[src/rtl/modred_pkg.sv]
// Shared types and defaults for the special-modulus reducer and its operand multiplier.
package modred_pkg;

  localparam int unsigned OPERAND_WIDTH = 32;
  localparam int unsigned DATA_LENGTH   = 2 * OPERAND_WIDTH;

  typedef enum logic [1:0] {
    IDLE = 2'd0,
    MUL  = 2'd1,
    DONE = 2'd2
  } opmul_state_t;

  // Width of the iteration counter for a given operand width.
  function automatic int unsigned opmul_cnt_width(int unsigned width);
    return (width > 1) ? $clog2(width) : 1;
  endfunction

endpackage

[src/rtl/modred_operand_mul_if.sv]
// Request/response bundle between the operand multiplier and its driver.
interface modred_operand_mul_if #(
  parameter int unsigned OPERAND_WIDTH = modred_pkg::OPERAND_WIDTH,
  parameter int unsigned DATA_LENGTH   = 2 * OPERAND_WIDTH
) ();

  logic                     start_i;
  logic [OPERAND_WIDTH-1:0] a_i;
  logic [OPERAND_WIDTH-1:0] b_i;
  logic [DATA_LENGTH-1:0]   m_i;
  logic                     ready_i;
  logic                     busy_o;
  logic                     valid_o;
  logic [DATA_LENGTH-1:0]   x_o;
  logic [DATA_LENGTH-1:0]   m_o;
  logic [DATA_LENGTH-1:0]   m_bl_o;

  modport master (
    output start_i, a_i, b_i, m_i, ready_i,
    input  busy_o, valid_o, x_o, m_o, m_bl_o
  );

  modport slave (
    input  start_i, a_i, b_i, m_i, ready_i,
    output busy_o, valid_o, x_o, m_o, m_bl_o
  );

endinterface

[src/rtl/modred_bitlen.sv]
// Bit length of a value: index of the highest set bit plus one, zero for zero.
module modred_bitlen #(
  parameter int unsigned DATA_LENGTH = modred_pkg::DATA_LENGTH
) (
  input  logic [DATA_LENGTH-1:0] i_value,
  output logic [DATA_LENGTH-1:0] o_bit_length
);

  // Ascending scan, so the highest set bit is the last one to write.
  always_comb begin
    o_bit_length = '0;
    for (int unsigned i = 0; i < DATA_LENGTH; i++) begin
      if (i_value[i]) begin
        o_bit_length = DATA_LENGTH'(i + 1);
      end
    end
  end

endmodule

[src/rtl/modred_operand_mul.sv]
// Iterative shift-add multiplier feeding {product, modulus, bit length} to the reducer.
// Define OPMUL_RADIX4_EN to retire two multiplier bits per cycle instead of one.
module modred_operand_mul
  import modred_pkg::*;
#(
  parameter int unsigned OPERAND_WIDTH = modred_pkg::OPERAND_WIDTH,
  parameter int unsigned DATA_LENGTH   = 2 * OPERAND_WIDTH
) (
  input  logic               clk_i,
  input  logic               rst_ni,
  modred_operand_mul_if.slave io_bus
);

  localparam int unsigned CNT_W = opmul_cnt_width(OPERAND_WIDTH);
`ifdef OPMUL_RADIX4_EN
  localparam int unsigned STEP  = 2;
`else
  localparam int unsigned STEP  = 1;
`endif
  localparam int unsigned ITERS = OPERAND_WIDTH / STEP;
  localparam logic [CNT_W-1:0] LAST_ITER = CNT_W'(ITERS - 1);

  if (DATA_LENGTH != 2 * OPERAND_WIDTH) begin : g_bad_data_length
    $error("DATA_LENGTH must equal 2*OPERAND_WIDTH");
  end
`ifdef OPMUL_RADIX4_EN
  if (OPERAND_WIDTH % 2 != 0) begin : g_odd_operand_width
    $error("OPERAND_WIDTH must be even for radix-4 operation");
  end
`endif

  opmul_state_t             r_state;
  logic [DATA_LENGTH-1:0]   r_a_sh;
  logic [OPERAND_WIDTH-1:0] r_b_sh;
  logic [DATA_LENGTH-1:0]   r_acc;
  logic [DATA_LENGTH-1:0]   r_x;
  logic [DATA_LENGTH-1:0]   r_m;
  logic [DATA_LENGTH-1:0]   r_m_bl;
  logic [CNT_W-1:0]         r_cnt;
  logic                     r_busy;
  logic                     r_valid;
`ifdef OPMUL_RADIX4_EN
  logic [DATA_LENGTH-1:0]   r_a3_sh;
`endif

  logic [DATA_LENGTH-1:0]   w_a_ext;
  logic [DATA_LENGTH-1:0]   w_m_bl;
  logic [DATA_LENGTH-1:0]   w_pp;
  logic [DATA_LENGTH-1:0]   w_acc_next;

  assign w_a_ext = DATA_LENGTH'(io_bus.a_i);

  modred_bitlen #(
    .DATA_LENGTH (DATA_LENGTH)
  ) u_bitlen (
    .i_value      (io_bus.m_i),
    .o_bit_length (w_m_bl)
  );

  // r_a_sh already carries a << cnt, so each partial product is a plain select.
  always_comb begin
    w_pp = '0;
`ifdef OPMUL_RADIX4_EN
    unique case (r_b_sh[1:0])
      2'b00:   w_pp = '0;
      2'b01:   w_pp = r_a_sh;
      2'b10:   w_pp = r_a_sh << 1;
      default: w_pp = r_a3_sh;
    endcase
`else
    if (r_b_sh[0]) begin
      w_pp = r_a_sh;
    end
`endif
    w_acc_next = r_acc + w_pp;
  end

  always_ff @(posedge clk_i) begin
    if (!rst_ni) begin
      r_state <= IDLE;
      r_a_sh  <= '0;
      r_b_sh  <= '0;
      r_acc   <= '0;
      r_x     <= '0;
      r_m     <= '0;
      r_m_bl  <= '0;
      r_cnt   <= '0;
      r_busy  <= 1'b0;
      r_valid <= 1'b0;
`ifdef OPMUL_RADIX4_EN
      r_a3_sh <= '0;
`endif
    end else begin
      unique case (r_state)
        IDLE: begin
          if (io_bus.start_i) begin
            r_a_sh  <= w_a_ext;
            r_b_sh  <= io_bus.b_i;
            r_m     <= io_bus.m_i;
            r_m_bl  <= w_m_bl;
            r_acc   <= '0;
            r_cnt   <= '0;
            r_busy  <= 1'b1;
            r_state <= MUL;
`ifdef OPMUL_RADIX4_EN
            r_a3_sh <= w_a_ext + (w_a_ext << 1);
`endif
          end
        end
        MUL: begin
          r_acc  <= w_acc_next;
          r_a_sh <= r_a_sh << STEP;
          r_b_sh <= r_b_sh >> STEP;
          r_cnt  <= r_cnt + CNT_W'(1);
`ifdef OPMUL_RADIX4_EN
          r_a3_sh <= r_a3_sh << STEP;
`endif
          if (r_cnt == LAST_ITER) begin
            r_x     <= w_acc_next;
            r_valid <= 1'b1;
            r_state <= DONE;
          end
        end
        DONE: begin
          if (io_bus.ready_i) begin
            r_valid <= 1'b0;
            r_busy  <= 1'b0;
            r_state <= IDLE;
          end
        end
        default: r_state <= IDLE;
      endcase
    end
  end

  assign io_bus.busy_o  = r_busy;
  assign io_bus.valid_o = r_valid;
  assign io_bus.x_o     = r_x;
  assign io_bus.m_o     = r_m;
  assign io_bus.m_bl_o  = r_m_bl;

endmodule

[src/flat_wrapper.sv]
// flat-port wrapper written by rule: the top's interface ports become plain ports
module modred_operand_mul_flat import modred_pkg::*;
#(
  parameter int unsigned OPERAND_WIDTH = modred_pkg::OPERAND_WIDTH,
  parameter int unsigned DATA_LENGTH   = 2 * OPERAND_WIDTH
)
  (clk_i, rst_ni, io_bus_start_i, io_bus_a_i, io_bus_b_i, io_bus_m_i, io_bus_ready_i, io_bus_busy_o, io_bus_valid_o, io_bus_x_o, io_bus_m_o, io_bus_m_bl_o);
  modred_operand_mul_if #(.OPERAND_WIDTH(OPERAND_WIDTH), .DATA_LENGTH(DATA_LENGTH)) io_bus_i ();
  input  logic clk_i;
  input  logic rst_ni;
  input wire logic [$bits(io_bus_i.start_i)-1:0] io_bus_start_i;
  input wire logic [$bits(io_bus_i.a_i)-1:0] io_bus_a_i;
  input wire logic [$bits(io_bus_i.b_i)-1:0] io_bus_b_i;
  input wire logic [$bits(io_bus_i.m_i)-1:0] io_bus_m_i;
  input wire logic [$bits(io_bus_i.ready_i)-1:0] io_bus_ready_i;
  output wire logic [$bits(io_bus_i.busy_o)-1:0] io_bus_busy_o;
  output wire logic [$bits(io_bus_i.valid_o)-1:0] io_bus_valid_o;
  output wire logic [$bits(io_bus_i.x_o)-1:0] io_bus_x_o;
  output wire logic [$bits(io_bus_i.m_o)-1:0] io_bus_m_o;
  output wire logic [$bits(io_bus_i.m_bl_o)-1:0] io_bus_m_bl_o;
  assign io_bus_i.start_i = io_bus_start_i;
  assign io_bus_i.a_i = io_bus_a_i;
  assign io_bus_i.b_i = io_bus_b_i;
  assign io_bus_i.m_i = io_bus_m_i;
  assign io_bus_i.ready_i = io_bus_ready_i;
  assign io_bus_busy_o = io_bus_i.busy_o;
  assign io_bus_valid_o = io_bus_i.valid_o;
  assign io_bus_x_o = io_bus_i.x_o;
  assign io_bus_m_o = io_bus_i.m_o;
  assign io_bus_m_bl_o = io_bus_i.m_bl_o;
  modred_operand_mul #(.OPERAND_WIDTH(OPERAND_WIDTH), .DATA_LENGTH(DATA_LENGTH)) u_core (.clk_i(clk_i), .rst_ni(rst_ni), .io_bus(io_bus_i));
endmodule
[config.mk]
export PLATFORM = sky130hd
export DESIGN_NAME = modred_operand_mul_flat
export DESIGN_NICKNAME = d
export VERILOG_FILES = /design/src/rtl/modred_pkg.sv /design/src/rtl/modred_operand_mul_if.sv /design/src/rtl/modred_bitlen.sv /design/src/rtl/modred_operand_mul.sv /design/src/flat_wrapper.sv
export SDC_FILE = /design/constraint.sdc
export NUM_CORES = 1
export LEC_CHECK = 0
export CAP_MARGIN = 10
export CORE_MARGIN = 4
export CORE_UTILIZATION = 35
export CTS_CLUSTER_DIAMETER = 120
export DETAILED_ROUTE_END_ITERATION = 10
export GPL_ROUTABILITY_DRIVEN = 0
export SLEW_MARGIN = 20
export SYNTH_ARGS = -nofsm -noshare
export SYNTH_HDL_FRONTEND = slang
export SYNTH_SLANG_ARGS = --single-unit
[constraint.sdc]
create_clock -name clk_i -period 4.68 [get_ports clk_i]
set_clock_uncertainty 0.2 [all_clocks]
set_input_delay 0.702 -clock clk_i [delete_from_list [all_inputs] [get_ports clk_i]]
set_output_delay 0.702 -clock clk_i [all_outputs]
set_load 0.01 [all_outputs]
==> impl_metrics.env, run 1 <==
export IMPL_status="completed"
export IMPL_grt_max_degree=105
export IMPL_cap_viol_max_count=0
export IMPL_seqPwrFrac_pct=43.1
export IMPL_drt_iter0_markers=917
export IMPL_routed_via_density=5.242
export IMPL_finalHoldViolations=0
export IMPL_critical_path_class="flip-flop to flip-flop"
export IMPL_fmax_ghz=0.2500
export IMPL_cp_max_fo=19
export IMPL_slew_headroom_pct=25.59
export IMPL_rows=77
export IMPL_die_x_um=219.2
export IMPL_grt_setup_unrepaired="false"
export IMPL_worst_ir_drop_vdd_mv=0.2219
export IMPL_coreArea_sq_um=44120
export IMPL_power_density_nw_per_um2=319.8
export IMPL_drt_wl_total_mm=48.78
export IMPL_clockBufferDepth=3
export IMPL_cts_made_buffers=36
export IMPL_post_cts_buffers=0
export IMPL_gr_usage_met1_pct=25.08
export IMPL_ys_warn_count=0
export IMPL_slew_violations=0
export IMPL_synth_area_top_cells="dfxtp_1 (39%), nand2_1 (8.5%), a21oi_1 (8.4%), ha_1 (5.2%), nor2_1 (4.9%)"
export IMPL_wl_per_cell_um=17.06
export IMPL_p_leak_nw=7.551
export IMPL_syn_area_per_cell_sq_um=7.669
export IMPL_synth_cells=2036
export IMPL_min_period_over_period_pct=85.47
export IMPL_p_sw_share_pct=25.42
export IMPL_cts_sinks=303
export IMPL_async_flop_share_pct=0
export IMPL_use_met3_pct=6.023
export IMPL_start_kind="flip-flop"
export IMPL_first_pass_iters=5
export IMPL_hold_path_class="flip-flop to flip-flop"
export IMPL_vias=14990
export IMPL_synth_ff_type="dfxtp_1"
export IMPL_start_util_pct=35.39
export IMPL_ys_seq_area_share_pct=38.85
export IMPL_finalSetupTns_ns=0
export IMPL_ctsHoldBuffers=0
export IMPL_drtAntennaViolNets=0
export IMPL_worst_pin_slew_ns=1.113
export IMPL_post_route_util_pct=44.87
export IMPL_htree_levels=2
export IMPL_setup_viol=0
export IMPL_synth_top_area_cell="dfxtp_1"
export IMPL_synth_commonest_cells="nand2_1 (355), dfxtp_1 (303), a21oi_1 (263)"
export IMPL_clockPowerShare_pct=46.0
export IMPL_fin_nets=2439
export IMPL_post_route_drc_count=0
export IMPL_synth_edf_count=0
export IMPL_track_usage_pct=19.64
export IMPL_first_global_vias=14290
export IMPL_clkSlewWorstSetupHoldPaths_ns=0.06
export IMPL_grt_met2_usage_pct=32.19
export IMPL_crit_required_ns=4.94
export IMPL_end_kind="flip-flop"
export IMPL_clk_latency_ns=0.56
export IMPL_internal_power_w=0.004721
export IMPL_min_period_ns=4.000
export IMPL_drive_gt1_share_pct=4.762
export IMPL_p_sw_w=0.001609
export IMPL_synth_area_sq_um=15610
export IMPL_synth_cell_type_count=70
export IMPL_cts_tree="yes"
export IMPL_comb_power_share_pct=10.9
export IMPL_top_usage_layer="met2"
export IMPL_portBuffers=268
export IMPL_dp_hpwl_mm=34.85
export IMPL_area_growth_pct=26.80
export IMPL_ctsResizeCount=0
export IMPL_ios=326
export IMPL_clockRootBuffer="clkbuf_16"
export IMPL_antenna_cells=0
export IMPL_yosysTopAreaCellShare_pct=38.85
export IMPL_ys_ff_latch=303
export IMPL_die_h_um=219.2
export IMPL_cp_arrival_ns=4.26
export IMPL_synth_most_common_cell="nand2_1"
export IMPL_overflow=0
export IMPL_die_area_sq_um=48050
export IMPL_grt_first_pass_wirelength_mm=77.02
export IMPL_antenna_found_initial=2
[power by group through the flow]
stage | logic [W] | clock network, W | registers [W]
after floorplan | 0.000381 | 0 | 0.00279
after global placement | 0.000685 | 0 | 0.00278
after detailed placement | 0.000693 | 0 | 0.00278
after CTS | 0.000697 | 0.00300 | 0.00273
after global routing | 0.000761 | 0.00310 | 0.00274
final | 0.000692 | 0.00291 | 0.00273
[placed cells by master, fill, tap and decap left out, drive strengths merged, types with 24 or more instances in the layout]
cell	n
inv	31
nor2	205
xnor2	32
o21ai	86
clkbuf	48
a22oi	32
nand2	355
a21oi	263
nor3	33
and2	69
a21o	29
conb	57
dfxtp	303
ha	65
clkdlybuf4s50	267
nand3	92
o221ai	31
buf	24
[through the flow]
step	hold slack, ns	cells	instance area (sq um)	setup WS, ns	power (W)
6_report	0.2526	2860	19800	0.6800	0.006330
3_5_place_dp	0.2453	2795	18580	0.7574	0.003478
3_3_place_gp	0.2386	2795	18580	0.8901	0.003467
2_1_floorplan	0.2262	2092	15820	0.8667	0.003168
4_1_cts	0.2555	2860	19800	0.7211	0.006423
5_1_grt	0.2726	2860	19800	0.3974	0.006600
[layer usage]
metal	share of wire, %	routed length, um	vias to the layer above
met5	0.037	18	-
met4	2.1	1032	2
met3	8.5	4130	73
met2	46	22340	461
met1	44	21260	7040
li1	-	-	7416
[sequential cells by signal (all words and copies together), names as in the netlist]
| register | count |
|---|---|
| u_core.io_bus.busy_o | 1 |
| u_core.r_b_sh | 32 |
| u_core.r_cnt | 5 |
| u_core.r_acc | 64 |
| u_core.io_bus.m_o | 63 |
| u_core.io_bus.m_bl_o | 7 |
| u_core.io_bus.x_o | 64 |
| u_core.io_bus.valid_o | 1 |
| u_core.r_a_sh | 64 |
| u_core.r_state | 2 |
[worst paths after layout]
kind                                       startpoint                    end  slack (ns)  depth (start not counted)
worst min-delay path            u_core.io_bus.m_o[58]  u_core.io_bus.m_o[58]        0.25                          2
worst min register to register  u_core.io_bus.m_o[58]  u_core.io_bus.m_o[58]        0.25                          2
worst max register to register       u_core.r_b_sh[0]  u_core.io_bus.x_o[62]        0.68                         14
worst max-delay path                 u_core.r_b_sh[0]  u_core.io_bus.x_o[62]        0.68                         14
[cells by family (layout without fill, tap and decap cells)]
group,Yosys count,count (layout),share of synthesized area [%]
flip-flops,303,303,38.85
buffers and inverters,209,385,6.435
adder cells (fa/ha/maj),66,66,5.337
AO/OA/AOI/OAI,580,580,23.22
XOR/XNOR,52,52,2.917
other,1,57,0.02402
AND/OR/NAND/NOR,825,825,23.22
[worst max-delay path: stages (launching register included)]
cell,delay (ns)
dfxtp_1,0.40
buf_4,0.26
buf_4,0.22
and2_1,0.16
ha_1,0.29
a21o_1,0.19
a21o_1,0.21
a2111oi_0,0.41
nor3_1,0.17
a32oi_1,0.29
o21ai_0,0.11
o21ba_2,0.30
o41ai_2,0.13
or3_1,0.39
a31oi_1,0.18
[layout make-up]
class	instances	area (sq um)
clock inverter	17	226.5
clock buffer	48	987.2
tap	592	740.7
fill	4532	24330
timing repair buffer	291	2863
sequential	303	6066
inverter	29	113.9
multi-input combinational	1580	8801
No activity file was read; power rests on OpenSTA's default activity.
==> run 2, diff against run 1 <==
--- a/config.mk
+++ b/config.mk
@@ -7,10 +7,12 @@
 export LEC_CHECK = 0
 export CAP_MARGIN = 10
 export CORE_MARGIN = 4
-export CORE_UTILIZATION = 35
+export CORE_UTILIZATION = 52
 export CTS_CLUSTER_DIAMETER = 120
 export DETAILED_ROUTE_END_ITERATION = 10
 export GPL_ROUTABILITY_DRIVEN = 0
+export HOLD_SLACK_MARGIN = 0.08
+export PLACE_DENSITY = 0.81
 export SLEW_MARGIN = 20
 export SYNTH_ARGS = -nofsm -noshare
 export SYNTH_HDL_FRONTEND = slang
==> run 2 against run 1 <==
Against the previous run:
- critical endpoint is now u_core.r_acc[49]
- flip-flop and latch count did not move
- setup slack got worse by 0.070 ns
- utilization rose by 21 points
- global-route usage rose by 6.7 points
==> impl_metrics.env, run 2 (synthesis gave the netlist of run 1 again) <==
export IMPL_dp_hpwl_mm=31.77
export IMPL_worst_pin_slew_ns=1.057
export IMPL_die_h_um=181.3
export IMPL_rr_worst_depth=15
export IMPL_finalSetupTns_ns=0
export IMPL_internal_power_w=0.004707
export IMPL_p_sw_share_pct=24.62
export IMPL_first_global_vias=14820
export IMPL_grt_max_degree=174
export IMPL_die_area_sq_um=32860
export IMPL_cts_tree="yes"
export IMPL_rows=63
export IMPL_critical_path_top_delay_family="compound AO/OA/AOI/OAI gates"
export IMPL_layout_cells_non_filler=2644
export IMPL_rrSetupSlack_ns=0.61
export IMPL_hold_end="u_core.io_bus.m_o[14]"
export IMPL_finalHoldViolations=0
export IMPL_crit_required_ns=4.83
export IMPL_cpMaxStageDelayCell="a211oi_1"
export IMPL_post_route_drc_count=0
export IMPL_critPathMaxStageDelay_ns=0.50
export IMPL_timing_rr_start="u_core.r_b_sh[0]"
export IMPL_place_inst=2586
export IMPL_cap_viol_max_count=0
export IMPL_ctsHoldBuffers=0
export IMPL_ios=326
export IMPL_setup_viol=0
export IMPL_grt_first_pass_wirelength_mm=73.07
export IMPL_fmax_ghz=0.2457
export IMPL_ctsResizeCount=0
export IMPL_grt_setup_unrepaired="false"
export IMPL_post_cts_buffers=0
export IMPL_placed_cell_area_sq_um=18300
export IMPL_vias=15290
export IMPL_seqPwrFrac_pct=43.7
export IMPL_slew_headroom_pct=29.30
export IMPL_area_growth_pct=24.76
export IMPL_clockRootBuffer="clkbuf_16"
export IMPL_start_kind="flip-flop"
export IMPL_die_x_um=181.3
export IMPL_slew_violations=0
export IMPL_hold_path_class="flip-flop to flip-flop"
export IMPL_status="completed"
export IMPL_final_area_sq_um=19480
export IMPL_whs_path_depth=2
export IMPL_drt_iter0_markers=1145
export IMPL_clk_latency_ns=0.51
export IMPL_r2r_end="u_core.r_acc[49]"
export IMPL_fin_nets=2430
export IMPL_min_period_ns=4.070
export IMPL_path_buf_inv=2
export IMPL_whs_ns=0.2514
export IMPL_cts_sinks=303
export IMPL_min_period_over_period_pct=86.97
export IMPL_p_sw_w=0.001537
export IMPL_mostFrequentLayoutCell="nand2_1"
export IMPL_htree_levels=2
export IMPL_clockPowerShare_pct=45.3
export IMPL_worst_ir_drop_vdd_mv=0.2701
export IMPL_drt_wl_total_mm=45.53
export IMPL_antenna_found_initial=0
export IMPL_start_util_pct=52.68
export IMPL_coreArea_sq_um=29640
export IMPL_cp_max_fo=63
export IMPL_clkSlewWorstSetupHoldPaths_ns=0.06
export IMPL_overflow=0
export IMPL_p_leak_nw=7.512
export IMPL_final_cell_mix="nand2_1 (354), dfxtp_1 (303), clkdlybuf4s50_1 (267)"
export IMPL_first_pass_iters=7
export IMPL_track_usage_pct=26.33
export IMPL_antenna_cells=0
export IMPL_cts_made_buffers=34
export IMPL_routed_via_density=5.784
export IMPL_power_density_nw_per_um2=320.5
export IMPL_drtAntennaViolNets=0
export IMPL_clockBufferDepth=3
export IMPL_cp_arrival_ns=4.22
export IMPL_wl_per_cell_um=17.22
export IMPL_end_kind="flip-flop"
export IMPL_worstHoldStart="u_core.io_bus.m_o[14]"
export IMPL_critical_path_class="flip-flop to flip-flop"
export IMPL_comb_power_share_pct=10.9
export IMPL_worstPathCellList="buf_12, nand2_1, inv_1, ha_1, a211o_1, a211o_1, a31o_2, nand2_1, o31a_1, o21ai_1, a211oi_1, o31a_1, o21ai_0, xnor2_1, o21ai_0"
export IMPL_drive_gt1_share_pct=4.348
export IMPL_portBuffers=268
==> run 2: cell count changes in the layout (fill, tap and decap cells not counted) <==
cell / change
inv_6: -2
nor3_4: -1
clkinvlp_4: -1
clkbuf_1: -4
clkbuf_8: +1
buf_12: +2
buf_4: -9
clkinv_2: -1
nor3_2: +1
==> run 2: per-layer routing <==
metal  global-route usage, %  wire length, um  vias up
met3                   7.087             4040      100
li1                        -                -     7380
met2                   47.11            22600      611
met4                   9.397             1428        0
met1                   30.18            17460     7201
met5                       0                0        -
==> run 2: how the worst max path moves through the flow <==
stage | to | depth (start not counted) | startpoint | slack [ns]
3_5_place_dp | u_core.r_acc[49] | 15 | u_core.r_b_sh[0] | 0.70
5_1_grt | u_core.r_acc[49] | 15 | u_core.r_b_sh[0] | 0.33
4_1_cts | u_core.r_acc[49] | 15 | u_core.r_b_sh[0] | 0.67
3_3_place_gp | u_core.io_bus.x_o[47] | 15 | u_core.r_b_sh[0] | 0.76
6_report | u_core.r_acc[49] | 15 | u_core.r_b_sh[0] | 0.61
2_1_floorplan | u_core.io_bus.x_o[48] | 17 | u_core.r_b_sh[0] | 0.87
==> run 2: power groups by stage <==
stage	sequential [W]	combinational [W]	clock (W)
2_1_floorplan	0.00279	0.000381	0
3_3_place_gp	0.00278	0.000666	0
3_5_place_dp	0.00279	0.000678	0
4_1_cts	0.00273	0.000682	0.00288
5_1_grt	0.00274	0.000749	0.00298
6_report	0.00273	0.000683	0.00283
==> run 2: worst reg2reg max path: cells and delay by family (launching register included) <==
family,cells,cell delay (ns)
adders and majority gates,1,0.24
xor gates and xnor gates,1,0.19
AOI/OAI and AO/OA,9,2.24
buffers and inverters,2,0.34
DFF,1,0.39
and+or+nand+nor,2,0.33
==> run 2: through the flow <==
| step | power (W) | utilization (%) | setup slack (ns) |
|---|---|---|---|
| after floorplan | 0.003168 | - | 0.8667 |
| after global placement | 0.003448 | 61.74 | 0.7583 |
| after global routing | 0.006471 | 65.73 | 0.3273 |
| after detailed placement | 0.003464 | 61.74 | 0.7027 |
| after CTS | 0.006290 | 65.73 | 0.6694 |
| final | 0.006244 | 65.73 | 0.6099 |
==> run 2: cell type report <==
cell class / instances / area [sq um]
tap: 390 / 488.0
sequential: 303 / 6066
clock inverter: 13 / 196.4
multi-input combinational: 1580 / 8795
clock buffer: 45 / 985.9
timing repair buffer: 284 / 2835
fill: 2535 / 10160
inverter: 29 / 113.9
==> run 3, diff against run 2 <==
--- a/config.mk
+++ b/config.mk
@@ -7,12 +7,12 @@
 export LEC_CHECK = 0
 export CAP_MARGIN = 10
 export CORE_MARGIN = 4
-export CORE_UTILIZATION = 52
+export CORE_UTILIZATION = 50
 export CTS_CLUSTER_DIAMETER = 120
 export DETAILED_ROUTE_END_ITERATION = 10
 export GPL_ROUTABILITY_DRIVEN = 0
 export HOLD_SLACK_MARGIN = 0.08
-export PLACE_DENSITY = 0.81
+export PLACE_DENSITY = 0.78
 export SLEW_MARGIN = 20
 export SYNTH_ARGS = -nofsm -noshare
 export SYNTH_HDL_FRONTEND = slang
==> run 3 against run 2 <==
Against the previous run:
- clock-buffer cell count is 2 lower
- setup slack worse by 0.11 ns
- die area is 3.8% higher
- total power is 1.4% higher
- first-iteration DRC count is 8.8% lower
- non-clock buffer count is 5 higher
- via count is 0.39% higher
==> impl_metrics.env, run 3 (synthesis gave the netlist of run 1 again) <==
export IMPL_mostFrequentLayoutCell="nand2_1"
export IMPL_fin_nets=2436
export IMPL_clkSlewWorstSetupHoldPaths_ns=0.06
export IMPL_place_inst=2597
export IMPL_start_util_pct=50.91
export IMPL_r2r_end="u_core.io_bus.x_o[48]"
export IMPL_path_buf_inv=2
export IMPL_critPathMaxStageDelay_ns=0.44
export IMPL_whs_ns=0.2514
export IMPL_dp_hpwl_mm=32.81
export IMPL_drt_iter0_markers=1044
export IMPL_grt_first_pass_wirelength_mm=74.71
export IMPL_cts_tree="yes"
export IMPL_cap_viol_max_count=0
export IMPL_layout_cells_non_filler=2657
export IMPL_htree_levels=2
export IMPL_crit_required_ns=4.92
export IMPL_multi_input_area_sq_um=8793
export IMPL_min_period_ns=4.180
export IMPL_ios=326
export IMPL_rows=64
export IMPL_regArea_sq_um=6066
export IMPL_antenna_found_initial=1
export IMPL_slew_headroom_pct=20.22
export IMPL_portBuffers=268
export IMPL_grt_max_degree=88
export IMPL_die_area_sq_um=34120
export IMPL_drive_gt1_share_pct=4.690
export IMPL_first_global_vias=14880
export IMPL_rrSetupSlack_ns=0.50
export IMPL_area_growth_pct=25.15
export IMPL_setup_ws_ns=0.5002
export IMPL_clockRootBuffer="clkbuf_16"
export IMPL_timing_rr_start="u_core.r_b_sh[0]"
export IMPL_coreArea_sq_um=30670
export IMPL_cp_max_fo=64
export IMPL_clk_latency_ns=0.52
export IMPL_p_leak_nw=7.552
export IMPL_drtAntennaViolNets=0
export IMPL_grt_setup_unrepaired="false"
export IMPL_worstPathCellList="buf_12, and2_1, ha_1, inv_1, fa_1, nor2b_1, o31a_1, o311a_1, o21ba_1, o21ai_2, or3_1, a21oi_1, and4_1, o41ai_2, or4_1, nand3_1"
export IMPL_finalHoldViolations=0
export IMPL_routed_via_density=5.778
export IMPL_final_cell_mix="nand2_1 (354), dfxtp_1 (303), clkdlybuf4s50_1 (267)"
export IMPL_worst_ir_drop_vdd_mv=0.2821
export IMPL_first_pass_iters=5
export IMPL_finalSetupTns_ns=0
export IMPL_overflow=0
export IMPL_ctsHoldBuffers=0
export IMPL_fillers=2675
export IMPL_end_kind="flip-flop"
export IMPL_wl_per_cell_um=17.60
export IMPL_worst_pin_slew_ns=1.192
export IMPL_setup_viol=0
export IMPL_cts_made_buffers=35
export IMPL_post_cts_buffers=0
export IMPL_vias=15350
export IMPL_dp_slack_ns=0.5239
export IMPL_critical_path_top_delay_family="simple AND/OR/NAND/NOR gates"
export IMPL_post_route_util_pct=63.71
export IMPL_fmax_ghz=0.2392
export IMPL_cp_arrival_ns=4.42
export IMPL_track_usage_pct=26.32
export IMPL_die_h_um=184.7
export IMPL_post_route_drc_count=0
export IMPL_rr_worst_depth=16
export IMPL_start_kind="flip-flop"
export IMPL_min_period_over_period_pct=89.31
export IMPL_hold_path_class="flip-flop to flip-flop"
export IMPL_power_density_nw_per_um2=324.0
export IMPL_slew_violations=0
export IMPL_drt_wl_total_mm=46.76
export IMPL_hold_end="u_core.io_bus.m_o[44]"
export IMPL_ctsResizeCount=0
export IMPL_whs_path_depth=2
export IMPL_status="completed"
export IMPL_critical_path_class="flip-flop to flip-flop"
export IMPL_cts_sinks=303
export IMPL_clockBufferDepth=3
export IMPL_die_x_um=184.7
export IMPL_cpMaxStageDelayCell="fa_1"
export IMPL_worstHoldStart="u_core.io_bus.m_o[44]"
[run 3: cell types whose count changed in the layout (fill, tap and decap cells not counted)]
cell / delta
diode_2: +1
and2_1: +1
clkinv_2: +3
buf_12: -2
clkinv_4: -1
buf_4: +7
clkbuf_8: +1
bufinv_16: +1
clkbuf_1: -3
and2_2: -1
[run 3: final cells by class]
cell class / count / area share [%]
multi-input cells: 1580 / 45.00
flip-flops and latches: 303 / 31.04
repair buffers: 289 / 14.57
clock buffers: 43 / 5.059
well taps: 396 / 2.536
clock inverters: 16 / 1.191
inverters: 29 / 0.5827
diodes: 1 / 0.01281
[run 3: tightest hold or removal path: stages, from the launching register on]
cell,delay [ns]
dfxtp_1,0.30
nand2_1,0.05
a21oi_1,0.05
[run 3: worst max path at each step]
stage | start | endpoint | slack [ns] | cells after the start
final | u_core.r_b_sh[0] | u_core.io_bus.x_o[48] | 0.50 | 16
after global routing | u_core.r_b_sh[0] | u_core.io_bus.x_o[48] | 0.16 | 16
after CTS | u_core.r_b_sh[0] | u_core.io_bus.x_o[48] | 0.46 | 16
after detailed placement | u_core.r_b_sh[0] | u_core.io_bus.x_o[48] | 0.52 | 16
after global placement | u_core.r_b_sh[0] | u_core.io_bus.x_o[48] | 0.64 | 16
after floorplan | u_core.r_b_sh[0] | u_core.io_bus.x_o[48] | 0.87 | 17
[run 3: where the power goes]
group	switching [W]	total, W	internal, W
registers	0.0000602	0.00273	0.00267
clock network	0.00109	0.00291	0.00182
logic	0.000408	0.000687	0.000279
[run 3: layer usage]
metal	track usage [%]	vias to the layer above	routed length, um	part of all wire [%]
met3	7.440	115	4185	8.9
met4	8.661	0	1447	3.1
met1	30.81	7217	18230	39
met2	46.48	616	22900	49
li1	-	7404	-	-
met5	0	-	0	0
[run 3: stage by stage]
step,total power [W],cell area [sq um]
2_1_floorplan,0.003168,15820
3_3_place_gp,0.003452,18320
3_5_place_dp,0.003467,18320
4_1_cts,0.006367,19540
5_1_grt,0.006552,19540
6_report,0.006331,19540
